### src/rtl/ram_ctrl_pkg.sv
// Shared types and constants for the RAM port arbiter.
// State encodings, client ids and read latency.
package ram_ctrl_pkg;

  typedef enum logic {
    ST_CLEAR = 1'b0,
    ST_RUN   = 1'b1
  } state_t;

  localparam int CLIENT0    = 0;
  localparam int CLIENT1    = 1;
  localparam int RD_LATENCY = 1;

endpackage

### src/rtl/ram_port_arbiter_if.sv
// Client-side bus of the RAM port arbiter.
// Two write clients and two dedicated read ports.
interface ram_port_arbiter_if #(
  parameter int DATA_WIDTH = 32,
  parameter int ADDR_WIDTH = 8
);

  logic                  iWrReq0;
  logic                  iWrReq1;
  logic [ADDR_WIDTH-1:0] iWrAddr0;
  logic [ADDR_WIDTH-1:0] iWrAddr1;
  logic [DATA_WIDTH-1:0] iWrData0;
  logic [DATA_WIDTH-1:0] iWrData1;
  logic                  oWrGnt0;
  logic                  oWrGnt1;
  logic                  iRdReq0;
  logic                  iRdReq1;
  logic [ADDR_WIDTH-1:0] iRdAddr0;
  logic [ADDR_WIDTH-1:0] iRdAddr1;
  logic                  oRdValid0;
  logic                  oRdValid1;
  logic [DATA_WIDTH-1:0] oRdData0;
  logic [DATA_WIDTH-1:0] oRdData1;

  modport slave (
    input  iWrReq0, iWrReq1,
    input  iWrAddr0, iWrAddr1,
    input  iWrData0, iWrData1,
    output oWrGnt0, oWrGnt1,
    input  iRdReq0, iRdReq1,
    input  iRdAddr0, iRdAddr1,
    output oRdValid0, oRdValid1,
    output oRdData0, oRdData1
  );

  modport master (
    output iWrReq0, iWrReq1,
    output iWrAddr0, iWrAddr1,
    output iWrData0, iWrData1,
    input  oWrGnt0, oWrGnt1,
    output iRdReq0, iRdReq1,
    output iRdAddr0, iRdAddr1,
    input  oRdValid0, oRdValid1,
    input  oRdData0, oRdData1
  );

endinterface

### src/rtl/rr_arbiter2.sv
// Two-way round-robin arbiter.
// Pointer flips to the other client after any grant.
module rr_arbiter2 (
  input  logic       Clock,
  input  logic       Reset,
  input  logic [1:0] req,
  output logic [1:0] gnt
);

  logic r_ptr;

  // grant the lone requester, or the favoured one on contention
  always_comb begin
    gnt = 2'b00;
    unique case (1'b1)
      req[0] && (!req[1] || !r_ptr): gnt = 2'b01;
      req[1] && (!req[0] ||  r_ptr): gnt = 2'b10;
      default:                       gnt = 2'b00;
    endcase
  end

  // pointer favours the client that was not just served
  always_ff @(posedge Clock or negedge Reset) begin
    if (!Reset) begin
      r_ptr <= 1'b0;
    end else if (gnt[0]) begin
      r_ptr <= 1'b1;
    end else if (gnt[1]) begin
      r_ptr <= 1'b0;
    end
  end

endmodule

### src/rtl/ram_port_arbiter.sv
// Write-port arbitration, read bypass and zero-fill sweep
// in front of a dual-read-port RAM.
module ram_port_arbiter
  import ram_ctrl_pkg::*;
#(
  parameter int DATA_WIDTH = 32,
  parameter int ADDR_WIDTH = 8,
  parameter int MEM_SIZE   = 8
) (
  input  logic                  Clock,
  input  logic                  Reset,
  input  logic                  iClear,
  output logic                  oBusy,
  ram_port_arbiter_if.slave     bus,
  output logic                  oAddrErr,
  output logic                  oRamWriteEnable,
  output logic [ADDR_WIDTH-1:0] oRamWriteAddress,
  output logic [DATA_WIDTH-1:0] oRamDataIn,
  output logic [ADDR_WIDTH-1:0] oRamReadAddress0,
  output logic [ADDR_WIDTH-1:0] oRamReadAddress1,
  input  logic [DATA_WIDTH-1:0] iRamDataOut0,
  input  logic [DATA_WIDTH-1:0] iRamDataOut1
);

  localparam logic [ADDR_WIDTH-1:0] MAX_A =
    ADDR_WIDTH'(MEM_SIZE);
  localparam logic [ADDR_WIDTH:0] MAX_C =
    (ADDR_WIDTH+1)'(MEM_SIZE);

  state_t                r_state;
  state_t                w_state_nx;
  logic [ADDR_WIDTH:0]   r_cnt;
  logic [ADDR_WIDTH:0]   w_cnt_nx;
  logic                  w_run;
  logic [1:0]            w_req;
  logic [1:0]            w_gnt;
  logic [ADDR_WIDTH-1:0] w_wr_addr;
  logic [DATA_WIDTH-1:0] w_wr_data;
  logic                  w_wr_oob;
  logic                  r_err;

  logic [1:0]            w_acc;
  logic [1:0]            w_rd_oob;
  logic [ADDR_WIDTH-1:0] w_rd_addr [2];
  logic [DATA_WIDTH-1:0] w_ram_do  [2];
  logic [DATA_WIDTH-1:0] w_rd_data [2];
  logic [DATA_WIDTH-1:0] w_rd_out  [2];
  logic [1:0]            r_vld;
  logic [1:0]            r_byp;
  logic [1:0]            r_oob;
  logic [DATA_WIDTH-1:0] r_bdata   [2];
  logic [DATA_WIDTH-1:0] r_hold    [2];

  // FSM state and sweep counter registers
  always_ff @(posedge Clock or negedge Reset) begin
    if (!Reset) begin
      r_state <= ST_CLEAR;
      r_cnt   <= '0;
    end else begin
      r_state <= w_state_nx;
      r_cnt   <= w_cnt_nx;
    end
  end

  // next state: sweep to MEM_SIZE, iClear restarts it
  always_comb begin
    w_state_nx = r_state;
    w_cnt_nx   = r_cnt;
    unique case (r_state)
      ST_CLEAR: begin
        if (iClear) begin
          w_cnt_nx = '0;
        end else if (r_cnt == MAX_C) begin
          w_state_nx = ST_RUN;
          w_cnt_nx   = '0;
        end else begin
          w_cnt_nx = r_cnt + 1'b1;
        end
      end
      ST_RUN: begin
        if (iClear) begin
          w_state_nx = ST_CLEAR;
          w_cnt_nx   = '0;
        end
      end
      default: begin
        w_state_nx = ST_CLEAR;
        w_cnt_nx   = '0;
      end
    endcase
  end

  assign oBusy = (r_state == ST_CLEAR);
  assign w_run = (r_state == ST_RUN) && !iClear;
  assign w_req = {bus.iWrReq1, bus.iWrReq0} & {2{w_run}};

  rr_arbiter2 u_arb (
    .Clock (Clock),
    .Reset (Reset),
    .req   (w_req),
    .gnt   (w_gnt)
  );

  assign bus.oWrGnt0 = w_gnt[CLIENT0];
  assign bus.oWrGnt1 = w_gnt[CLIENT1];

  assign w_wr_addr = w_gnt[CLIENT1] ? bus.iWrAddr1
                                    : bus.iWrAddr0;
  assign w_wr_data = w_gnt[CLIENT1] ? bus.iWrData1
                                    : bus.iWrData0;
  assign w_wr_oob  = (|w_gnt) && (w_wr_addr > MAX_A);

  // RAM write port: sweep zeros, or the granted client
  always_comb begin
    oRamWriteEnable  = 1'b0;
    oRamWriteAddress = '0;
    oRamDataIn       = '0;
    if (r_state == ST_CLEAR) begin
      oRamWriteEnable  = Reset;
      oRamWriteAddress = r_cnt[ADDR_WIDTH-1:0];
    end else if (|w_gnt) begin
      oRamWriteEnable  = !w_wr_oob;
      oRamWriteAddress = w_wr_addr;
      oRamDataIn       = w_wr_data;
    end
  end

  assign oRamReadAddress0 = bus.iRdAddr0;
  assign oRamReadAddress1 = bus.iRdAddr1;

  assign w_rd_addr[0] = bus.iRdAddr0;
  assign w_rd_addr[1] = bus.iRdAddr1;
  assign w_ram_do[0]  = iRamDataOut0;
  assign w_ram_do[1]  = iRamDataOut1;
  assign w_acc        = {bus.iRdReq1, bus.iRdReq0}
                      & {2{w_run}};

  // per-port data select: zero, bypassed write, or RAM
  always_comb begin
    for (int k = 0; k < 2; k++) begin
      w_rd_oob[k]  = w_rd_addr[k] > MAX_A;
      w_rd_data[k] = r_oob[k] ? '0
                   : r_byp[k] ? r_bdata[k]
                   : w_ram_do[k];
      w_rd_out[k]  = r_vld[k] ? w_rd_data[k]
                              : r_hold[k];
    end
  end

  // read pipeline: valid, bypass capture and output hold
  always_ff @(posedge Clock or negedge Reset) begin
    if (!Reset) begin
      r_vld <= '0;
      r_byp <= '0;
      r_oob <= '0;
      for (int k = 0; k < 2; k++) begin
        r_bdata[k] <= '0;
        r_hold[k]  <= '0;
      end
    end else begin
      for (int k = 0; k < 2; k++) begin
        r_vld[k] <= w_acc[k];
        if (w_acc[k]) begin
          r_oob[k]   <= w_rd_oob[k];
          r_byp[k]   <= oRamWriteEnable &&
                        (w_rd_addr[k] == oRamWriteAddress);
          r_bdata[k] <= oRamDataIn;
        end
        if (r_vld[k]) begin
          r_hold[k] <= w_rd_data[k];
        end
      end
    end
  end

  assign bus.oRdValid0 = r_vld[0];
  assign bus.oRdValid1 = r_vld[1];
  assign bus.oRdData0  = w_rd_out[0];
  assign bus.oRdData1  = w_rd_out[1];

  // sticky out-of-range flag, dropped by iClear
  always_ff @(posedge Clock or negedge Reset) begin
    if (!Reset) begin
      r_err <= 1'b0;
    end else if (iClear) begin
      r_err <= 1'b0;
    end else if (w_wr_oob || |(w_acc & w_rd_oob)) begin
      r_err <= 1'b1;
    end
  end

  assign oAddrErr = r_err;

endmodule
### src/flat_wrapper.sv
// flat-port wrapper written by rule: the top's interface ports become plain ports
module ram_port_arbiter_flat import ram_ctrl_pkg::*;
#(
  parameter int DATA_WIDTH = 32,
  parameter int ADDR_WIDTH = 8,
  parameter int MEM_SIZE   = 8
)
  (Clock, Reset, iClear, oBusy, oAddrErr, oRamWriteEnable, oRamWriteAddress, oRamDataIn, oRamReadAddress0, oRamReadAddress1, iRamDataOut0, iRamDataOut1, bus_iWrReq0, bus_iWrReq1, bus_iWrAddr0, bus_iWrAddr1, bus_iWrData0, bus_iWrData1, bus_oWrGnt0, bus_oWrGnt1, bus_iRdReq0, bus_iRdReq1, bus_iRdAddr0, bus_iRdAddr1, bus_oRdValid0, bus_oRdValid1, bus_oRdData0, bus_oRdData1);
  ram_port_arbiter_if #(.DATA_WIDTH(DATA_WIDTH), .ADDR_WIDTH(ADDR_WIDTH)) bus_i ();
  input  logic Clock;
  input  logic Reset;
  input  logic iClear;
  output logic oBusy;
  output logic oAddrErr;
  output logic oRamWriteEnable;
  output logic [ADDR_WIDTH-1:0] oRamWriteAddress;
  output logic [DATA_WIDTH-1:0] oRamDataIn;
  output logic [ADDR_WIDTH-1:0] oRamReadAddress0;
  output logic [ADDR_WIDTH-1:0] oRamReadAddress1;
  input  logic [DATA_WIDTH-1:0] iRamDataOut0;
  input  logic [DATA_WIDTH-1:0] iRamDataOut1;
  input wire logic [$bits(bus_i.iWrReq0)-1:0] bus_iWrReq0;
  input wire logic [$bits(bus_i.iWrReq1)-1:0] bus_iWrReq1;
  input wire logic [$bits(bus_i.iWrAddr0)-1:0] bus_iWrAddr0;
  input wire logic [$bits(bus_i.iWrAddr1)-1:0] bus_iWrAddr1;
  input wire logic [$bits(bus_i.iWrData0)-1:0] bus_iWrData0;
  input wire logic [$bits(bus_i.iWrData1)-1:0] bus_iWrData1;
  output wire logic [$bits(bus_i.oWrGnt0)-1:0] bus_oWrGnt0;
  output wire logic [$bits(bus_i.oWrGnt1)-1:0] bus_oWrGnt1;
  input wire logic [$bits(bus_i.iRdReq0)-1:0] bus_iRdReq0;
  input wire logic [$bits(bus_i.iRdReq1)-1:0] bus_iRdReq1;
  input wire logic [$bits(bus_i.iRdAddr0)-1:0] bus_iRdAddr0;
  input wire logic [$bits(bus_i.iRdAddr1)-1:0] bus_iRdAddr1;
  output wire logic [$bits(bus_i.oRdValid0)-1:0] bus_oRdValid0;
  output wire logic [$bits(bus_i.oRdValid1)-1:0] bus_oRdValid1;
  output wire logic [$bits(bus_i.oRdData0)-1:0] bus_oRdData0;
  output wire logic [$bits(bus_i.oRdData1)-1:0] bus_oRdData1;
  assign bus_i.iWrReq0 = bus_iWrReq0;
  assign bus_i.iWrReq1 = bus_iWrReq1;
  assign bus_i.iWrAddr0 = bus_iWrAddr0;
  assign bus_i.iWrAddr1 = bus_iWrAddr1;
  assign bus_i.iWrData0 = bus_iWrData0;
  assign bus_i.iWrData1 = bus_iWrData1;
  assign bus_oWrGnt0 = bus_i.oWrGnt0;
  assign bus_oWrGnt1 = bus_i.oWrGnt1;
  assign bus_i.iRdReq0 = bus_iRdReq0;
  assign bus_i.iRdReq1 = bus_iRdReq1;
  assign bus_i.iRdAddr0 = bus_iRdAddr0;
  assign bus_i.iRdAddr1 = bus_iRdAddr1;
  assign bus_oRdValid0 = bus_i.oRdValid0;
  assign bus_oRdValid1 = bus_i.oRdValid1;
  assign bus_oRdData0 = bus_i.oRdData0;
  assign bus_oRdData1 = bus_i.oRdData1;
  ram_port_arbiter #(.DATA_WIDTH(DATA_WIDTH), .ADDR_WIDTH(ADDR_WIDTH), .MEM_SIZE(MEM_SIZE)) u_core (.Clock(Clock), .Reset(Reset), .iClear(iClear), .oBusy(oBusy), .bus(bus_i), .oAddrErr(oAddrErr), .oRamWriteEnable(oRamWriteEnable), .oRamWriteAddress(oRamWriteAddress), .oRamDataIn(oRamDataIn), .oRamReadAddress0(oRamReadAddress0), .oRamReadAddress1(oRamReadAddress1), .iRamDataOut0(iRamDataOut0), .iRamDataOut1(iRamDataOut1));
endmodule
### config.mk
export PLATFORM = sky130hd
export DESIGN_NAME = ram_port_arbiter_flat
export DESIGN_NICKNAME = d
export VERILOG_FILES = /design/src/rtl/ram_ctrl_pkg.sv /design/src/rtl/ram_port_arbiter_if.sv /design/src/rtl/rr_arbiter2.sv /design/src/rtl/ram_port_arbiter.sv /design/src/flat_wrapper.sv
export SDC_FILE = /design/constraint.sdc
export NUM_CORES = 1
export LEC_CHECK = 0
export BUFFER_PORTS_ARGS = -buffer_cell sky130_fd_sc_hd__buf_2
export CORE_UTILIZATION = 50
export CTS_CLUSTER_SIZE = 14
export DETAILED_ROUTE_END_ITERATION = 7
export GPL_TIMING_DRIVEN = 0
export PLACE_DENSITY = 0.86
export SYNTH_ARGS = -nofsm -noshare
export SYNTH_HDL_FRONTEND = slang
export SYNTH_SLANG_ARGS = --single-unit
### constraint.sdc
create_clock -name Clock -period 4.8 [get_ports Clock]
set_input_delay 0.24 -clock Clock [delete_from_list [all_inputs] [get_ports Clock]]
set_output_delay 0.24 -clock Clock [all_outputs]
set_load 0.005 [all_outputs]
=== Word-level counts from Yosys, hierarchy flattened ===
Index checks and enable logic that the tools add are counted.

* Register bits: 146
* Input port bits: 167
* Output and inout bits: 127
* Word-level logic and storage cells: 70

* Add/subtract/negate cells: 1
* Magnitude comparators: 3
* Equality and inequality tests: 4
* Mux-type cells: 27
* Bitwise gates (word level): 4
* Reductions and logical operators: 18

{| class="wikitable"
|+ Operators with widths
! operator !! number
|-
| $mux 32 || 9
|-
| $mux 9 || 3
|-
| $gt 8x4->1 const B || 3
|-
| $mux 8 || 3
|-
| $pmux 9 s2 || 1
|-
| $eq 8x8->1 || 2
|-
| $add 9x1->9 const B || 1
|-
| $eq 9x4->1 const B || 1
|-
| $mux 1 || 9
|-
| $and 2x2->2 || 3
|-
| $logic_and 1x1->1 || 6
|-
| $logic_not 1->1 || 5
|-
| $pmux 2 s2 || 1
|-
| $reduce_bool 2->1 || 2
|-
| $reduce_or 2->1 || 2
|-
| $logic_or 1x1->1 || 3
|-
| $ne 2x2->1 const B || 1
|-
| $pmux 1 s2 || 1
|-
| $not 1->1 || 1
|}

=== Logic depth before layout (Yosys ltp) ===
* Depth in word-level cells: 14
* Gate-level depth with buffers: 9
* Mapped depth without buffers: 8

=== Modules after synthesis ===
A second synthesis with hierarchy kept.

* Cell total of the unflattened synthesis: 829
* Area total of the unflattened synthesis: 7653.6 um2

{| class="wikitable"
|+ Modules (own cells, without submodules)
! module !! times used !! cells each !! area each (um2) !! seq. area each (um2)
|-
| ram_port_arbiter || 1 || 823 || 7599.8 || 3628.5
|-
| rr_arbiter2 || 1 || 6 || 53.8 || 25.0
|}

=== Worst setup path after synthesis ===
Ideal clock, no wire load.

* Path kind: reg-to-reg
* From: register u_core.u_arb.r_ptr
* To: register u_core.r_byp[1]
* Library setup time: 92 ps
* Data arrival time: 1766 ps
* Required time: 4708 ps
* Setup slack: 2942 ps
* Stages on the path, launching flop included: 9
* Path buffers: 2
* Clock period less this slack: 1858 ps
* Cells stage by stage: dfrtp_1 nand2b_1 buf_6 and3_4 buf_6 a221o_1 xnor2_1 nand2_1 o31ai_2

* Elaborated cells between the ends (all ways): 17
* Classes of those cells: order compare: 1; eq/ne: 1; mux: 6; reduce/logical: 9

{| class="wikitable"
|+ RTL lines
! item !! line !! source
|-
| start: declaration || rr_arbiter2.sv:10 || <nowiki>logic r_ptr;</nowiki>
|-
| start signal: assignment || rr_arbiter2.sv:25 || <nowiki>r_ptr <= 1'b0;</nowiki>
|-
| start signal: assignment || rr_arbiter2.sv:27 || <nowiki>r_ptr <= 1'b1;</nowiki>
|-
| start signal: assignment || rr_arbiter2.sv:29 || <nowiki>r_ptr <= 1'b0;</nowiki>
|-
| $logic_not 1->1 || rr_arbiter2.sv:16 || <nowiki>req[0] && (!req[1] || !r_ptr): gnt = 2'b01;</nowiki>
|-
| $logic_or 1x1->1 || rr_arbiter2.sv:16 ||
|-
| $logic_and 1x1->1 || rr_arbiter2.sv:16 ||
|-
| $pmux 2 s2 (*) || rr_arbiter2.sv:15 || <nowiki>unique case (1'b1)</nowiki>
|-
| $mux 8 / $reduce_or 2->1 (equally long branches) || ram_port_arbiter.sv:107, ram_port_arbiter.sv:121 ||
|-
| $mux 8 (*) || ram_port_arbiter.sv:121 || <nowiki>end else if (|w_gnt) begin</nowiki>
|-
| $mux 8 (*) || ram_port_arbiter.sv:118 || <nowiki>if (r_state == ST_CLEAR) begin</nowiki>
|-
| via oRamWriteAddress[4] || flat_wrapper.sv:16 || <nowiki>output logic [ADDR_WIDTH-1:0] oRamWriteAddress;</nowiki>
|-
| $eq 8x8->1 (*) || ram_port_arbiter.sv:166 || <nowiki>(w_rd_addr[k] == oRamWriteAddress);</nowiki>
|-
| $logic_and 1x1->1 (*) || ram_port_arbiter.sv:165 || <nowiki>r_byp[k] <= oRamWriteEnable &&</nowiki>
|-
| end signal: indexed assignment || ram_port_arbiter.sv:165 ||
|-
| end: declaration || ram_port_arbiter.sv:49 || <nowiki>logic [1:0] r_byp;</nowiki>
|}

The timed path passes the listed nets; every way through them passes the cells marked *.
A chain may end at the register's enable or synchronous reset.

=== Final worst setup path ===
* From: register u_core.r_state
* To: output oRamDataIn[21]

* Word-level cells in the longest chain between the ends: 9
* Elaborated cells between the ends (all ways): 13
* Classes of those cells: mux: 4; bitwise: 1; reduce/logical: 8

{| class="wikitable"
|+ RTL lines
! item !! line !! source
|-
| start: declaration || ram_port_arbiter.sv:30 || <nowiki>state_t r_state;</nowiki>
|-
| start signal: assignment || ram_port_arbiter.sv:60 || <nowiki>r_state <= w_state_nx;</nowiki>
|-
| $logic_and 1x1->1 || ram_port_arbiter.sv:94 || <nowiki>assign w_run = (r_state == ST_RUN) && !iClear;</nowiki>
|-
| $and 2x2->2 || ram_port_arbiter.sv:95 || <nowiki>assign w_req = {bus.iWrReq1, bus.iWrReq0} & {2{w_run}};</nowiki>
|-
| $logic_not 1->1, on equally long branches || rr_arbiter2.sv:17, rr_arbiter2.sv:16 ||
|-
| $logic_or 1x1->1, on equally long branches || rr_arbiter2.sv:17, rr_arbiter2.sv:16 ||
|-
| $logic_and 1x1->1, on equally long branches || rr_arbiter2.sv:17, rr_arbiter2.sv:16 ||
|-
| $pmux 2 s2 || rr_arbiter2.sv:15 ||
|-
| $mux 32 / $reduce_or 2->1 (equally long branches) || ram_port_arbiter.sv:109, ram_port_arbiter.sv:121 ||
|-
| $mux 32 || ram_port_arbiter.sv:121 ||
|-
| $mux 32 (*) || ram_port_arbiter.sv:118 ||
|-
| end: declaration || flat_wrapper.sv:17 || <nowiki>output logic [DATA_WIDTH-1:0] oRamDataIn;</nowiki>
|}

Every way passes the cells marked *; elsewhere a longest branch is shown, timed or not.

==> metrics.yaml <==
cells_and_area:
  fill_cells: 1137
  multi_input_area_mm2: 0.002841
  synthToLayoutAreaGrowth_pct: 32.32
  finish.net_count: 1261
  antenna_cells: 0
  drive_above_1_share: 0.3195
  seqCellArea_mm2: 0.003654
worst_setup_path:
  crit_chain: "nor2b_1 > and3_1 > clkbuf_1 > buf_2 > a22oi_1 > inv_1 > buf_2"
  critPathLaunchType: "flip-flop"
  critical_path.max_stage_delay_ps: 630
  cp_common_cell: "buf_2"
  end_kind: "primary output"
  crit_required_ps: 4560
  path_buf_inv: 4
  crit_slowest_cell: "clkbuf_1"
  worstSetupPathType: "reg -> out"
  arrival_ps: 2840
  critical-path-top-delay-family: "buffers and inverters"
  cp_max_fo: 10
global_routing:
  grt_max_degree: 79
  track_usage: 0.3369
  grt_pass1_wl_um: 37130
  grt_pass1_vias: 6821
  grt-ovfl-total: 0
  antenna_found_initial: 1
cts:
  clk-insertion-delay-late_ps: 430
  cts_buffer_depth: 2
  post-cts-setup-buffers: 0
  cts_buffers: 17
  cts_tree: "done"
  root_buffer: "clkbuf_16"
  cts.sinks: 146
  clock_tree.htree_level_count: 4
  path_clk_slew_ps: 60
synthesis:
  synth_fa_ha_area_frac: 0.003445
  synth-compound-area-share: 0.1998
  synthXorXnorAreaFrac: 0.006029
  synth.top_cells.by_area: "dfrtp_1 (50%), mux2i_1 (9.0%), o21ai_0 (6.3%), inv_1 (6.0%), o22ai_1 (5.9%)"
  ys_ff_latch: 146
  synth_area_mm2: 0.007263
  synth_top_area_frac: 0.5030
  yosys_warnings: 0
  synth_edf_count: 0
  synth_top_flop_cell: "dfrtp_1"
  synth_mux_area_frac: 0.09165
  synth_simple_gate_area_frac: 0.09027
  syn-num-nets: 947
  yosysUniqueCellTypes: 48
  synth_top_cell_by_area: "dfrtp_1"
  syn_inst: 778
  synth_top_family_by_area: "compound AO/OA/AOI/OAI gates"
  syn_area_per_cell_um2: 9.336
  yosysSeqAreaShare: 0.5030
  synthArstFlopShare: 1.000
floorplanning:
  initial_utilization: 0.5172
  dieArea_mm2: 0.01501
  ios: 294
  die_h_um: 122.5
  row_count: 43
  fp.dieW_um: 122.5
  core_mm2: 0.01404
detailed_routing:
  routed_wl_um: 24990
  drtAntennaViolNets: 0
  dr.pass1.iters: 5
  vias: 7302
  avgViaCountPerCell: 5.682
  drt_iter0_drc: 624
  drc_errors: 0
  wl_per_cell_um: 19.45
power_and_ir_drop:
  swShare: 0.2410
  peakVddDrop_mv: 0.2199
  comb_power_share: 0.121
  p_int_w: 0.002313
  power.density_mw_per_mm2: 317.1
  clock_power_share: 0.444
  seq_power_share: 0.434
  p_switching_w: 0.0007346
  p_leak_nw: 5.033
sta:
  rsz0062_at_grt: "no"
  setup_viol_count_final: 0
  relSlewSlack: 0.4405
  hold_viol: 0
  period_needed_ps: 3081
  fmax_mhz: 324.5
  fin_crit_sh: 0.6420
  setup-tns-final_ps: 0
  maxSlewViolCount: 0
  fin_worst_skew_ps: 14.51
  worstMarginPinSlew_ps: 839.2
  worst_slack_ps: 1719
outcome:
  outcome: "finished, final reports clean"
job:
  max_cap_violations: 0
placed_design:
  gp_congestion: 0.9527
  post-place-ws_ps: 2266
  port_buffers: 293
  hpwl_um: 18590
min_path:
  hold_path_class: "in -> reg"
metrics by stage:
stage | total power (W) | cells | util | hold slack, ps | area, um2
finish | 0.003048 | 1285 | 0.6844 | 61.69 | 9610
global route | 0.003152 | 1285 | 0.6844 | 51.53 | 9610
CTS | 0.003053 | 1285 | 0.6844 | 41.61 | 9610
detailed placement | 0.001707 | 1252 | 0.6401 | 278.0 | 8989
global placement | 0.001693 | 1251 | 0.6377 | 449.7 | 8955
floorplan | 0.001490 | 778 | - | -55.59 | 7263
synthesized netlist by cell type (all sizes together) (3+ instances only):
| cell type | n |
|---|---|
| o31ai | 4 |
| o22a | 3 |
| buf | 28 |
| and2 | 4 |
| xnor2 | 4 |
| a21o | 3 |
| clkbuf | 38 |
| a21oi | 8 |
| a211oi | 4 |
| dfrtp | 146 |
| nor2b | 4 |
| nor3 | 5 |
| nand3 | 8 |
| nand2b | 11 |
| o21ai | 94 |
| nor2 | 10 |
| a31oi | 3 |
| mux2i | 65 |
| inv | 117 |
| nor4 | 4 |
| and3 | 8 |
| nand2 | 82 |
| a22oi | 32 |
| o22ai | 68 |
cells by family after synthesis:
family / after synthesis
buffers and inverters: 183
adder cells (fa/ha/maj): 2
multiplexers: 66
AO/OA/AOI/OAI: 234
flip-flops: 146
XOR/XNOR: 5
AND/OR/NAND/NOR: 142
per-layer routing:
layer  track usage  part of all wire  vias to the layer above  wire length [um]
li1              -                 -                     3308                 -
met1        0.4262              0.41                     3506             10190
met2        0.5597              0.49                      421             12120
met3       0.07574             0.077                       65              1923
met4        0.1341             0.029                        2               737
met5             0           0.00052                        -                13
power groups by stage:
stage | clock network (W) | registers (W) | logic, W
5_1_grt | 0.00142 | 0.00133 | 0.000405
4_1_cts | 0.00136 | 0.00132 | 0.000368
3_5_place_dp | 0 | 0.00134 | 0.000363
3_3_place_gp | 0 | 0.00134 | 0.000354
2_1_floorplan | 0 | 0.00134 | 0.000154
6_report | 0.00135 | 0.00132 | 0.000370
final cells by class:
cell class,instances,share of cell area
multi-input cells,449,0.2957
clock inverters,13,0.01653
flip-flops and latches,146,0.3802
clock buffers,19,0.04713
well taps,180,0.02343
inverters,117,0.04570
repair buffers,295,0.1571
plain buffers,66,0.03424
state kept, by name, summed over array words and instances (netlist names):
name,flops
u_core.r_cnt,9
u_core.r_byp,2
u_core.oAddrErr,1
u_core.r_state,1
u_core.r_vld,2
u_core.r_oob,2
u_core.u_arb.r_ptr,1
u_core.r_bdata,64
u_core.r_hold,64
path summary, 6_finish.rpt:
kind                                        startpoint                             end  slack [ps]  cells after the start
min in group asynchronous                        Reset     u_core.r_hold[43]$_DFF_PN0_         390                      2
setup / recovery              u_core.r_state$_DFF_PN0_                  oRamDataIn[21]        1720                      7
max in group asynchronous                        Reset  u_core.r_bdata[28]$_DFFE_PN0P_        3620                      3
hold / removal                                  iClear     u_core.r_cnt[0]$_DFFE_PN0P_          60                      2
setup reg to reg              u_core.r_state$_DFF_PN0_     u_core.r_byp[0]$_DFFE_PN0P_        2150                      7
hold reg to reg            u_core.r_oob[1]$_DFFE_PN0P_     u_core.r_oob[1]$_DFFE_PN0P_         470                      1
worst register-to-register path, stage by stage, from the launching register on:
cell       delay, ps
dfrtp_1          350
nor2b_1          370
and3_1           220
clkbuf_1         630
a221o_1          390
xnor2_1          160
o2111ai_1        220
o21ai_1          220
cells in the final DEF (no fill, tap or decap), drive strengths merged, types with 3 or more instances in the layout:
cell / n
buf: 322
dfrtp: 146
inv: 118
o21ai: 94
nand2: 82
o22ai: 68
mux2i: 65
clkbuf: 57
a22oi: 32
nand2b: 11
nor2: 10
nand3: 8
a21oi: 8
and3: 8
clkinv: 6
nor3: 5
nor2b: 4
and2: 4
nor4: 4
xnor2: 4
a211oi: 4
o31ai: 4
a21o: 3
o22a: 3
a31oi: 3
bufinv: 3
clkinvlp: 3
repair_timing:
item / 4_1_cts / 5_1_grt
hold buffers: 1 / 0
gates resized for setup: 0 / 0
endpoints found under the hold margin: 69 / 0
endpoints found under the setup margin: 0 / 0
(Power assumes the default switching activity.)
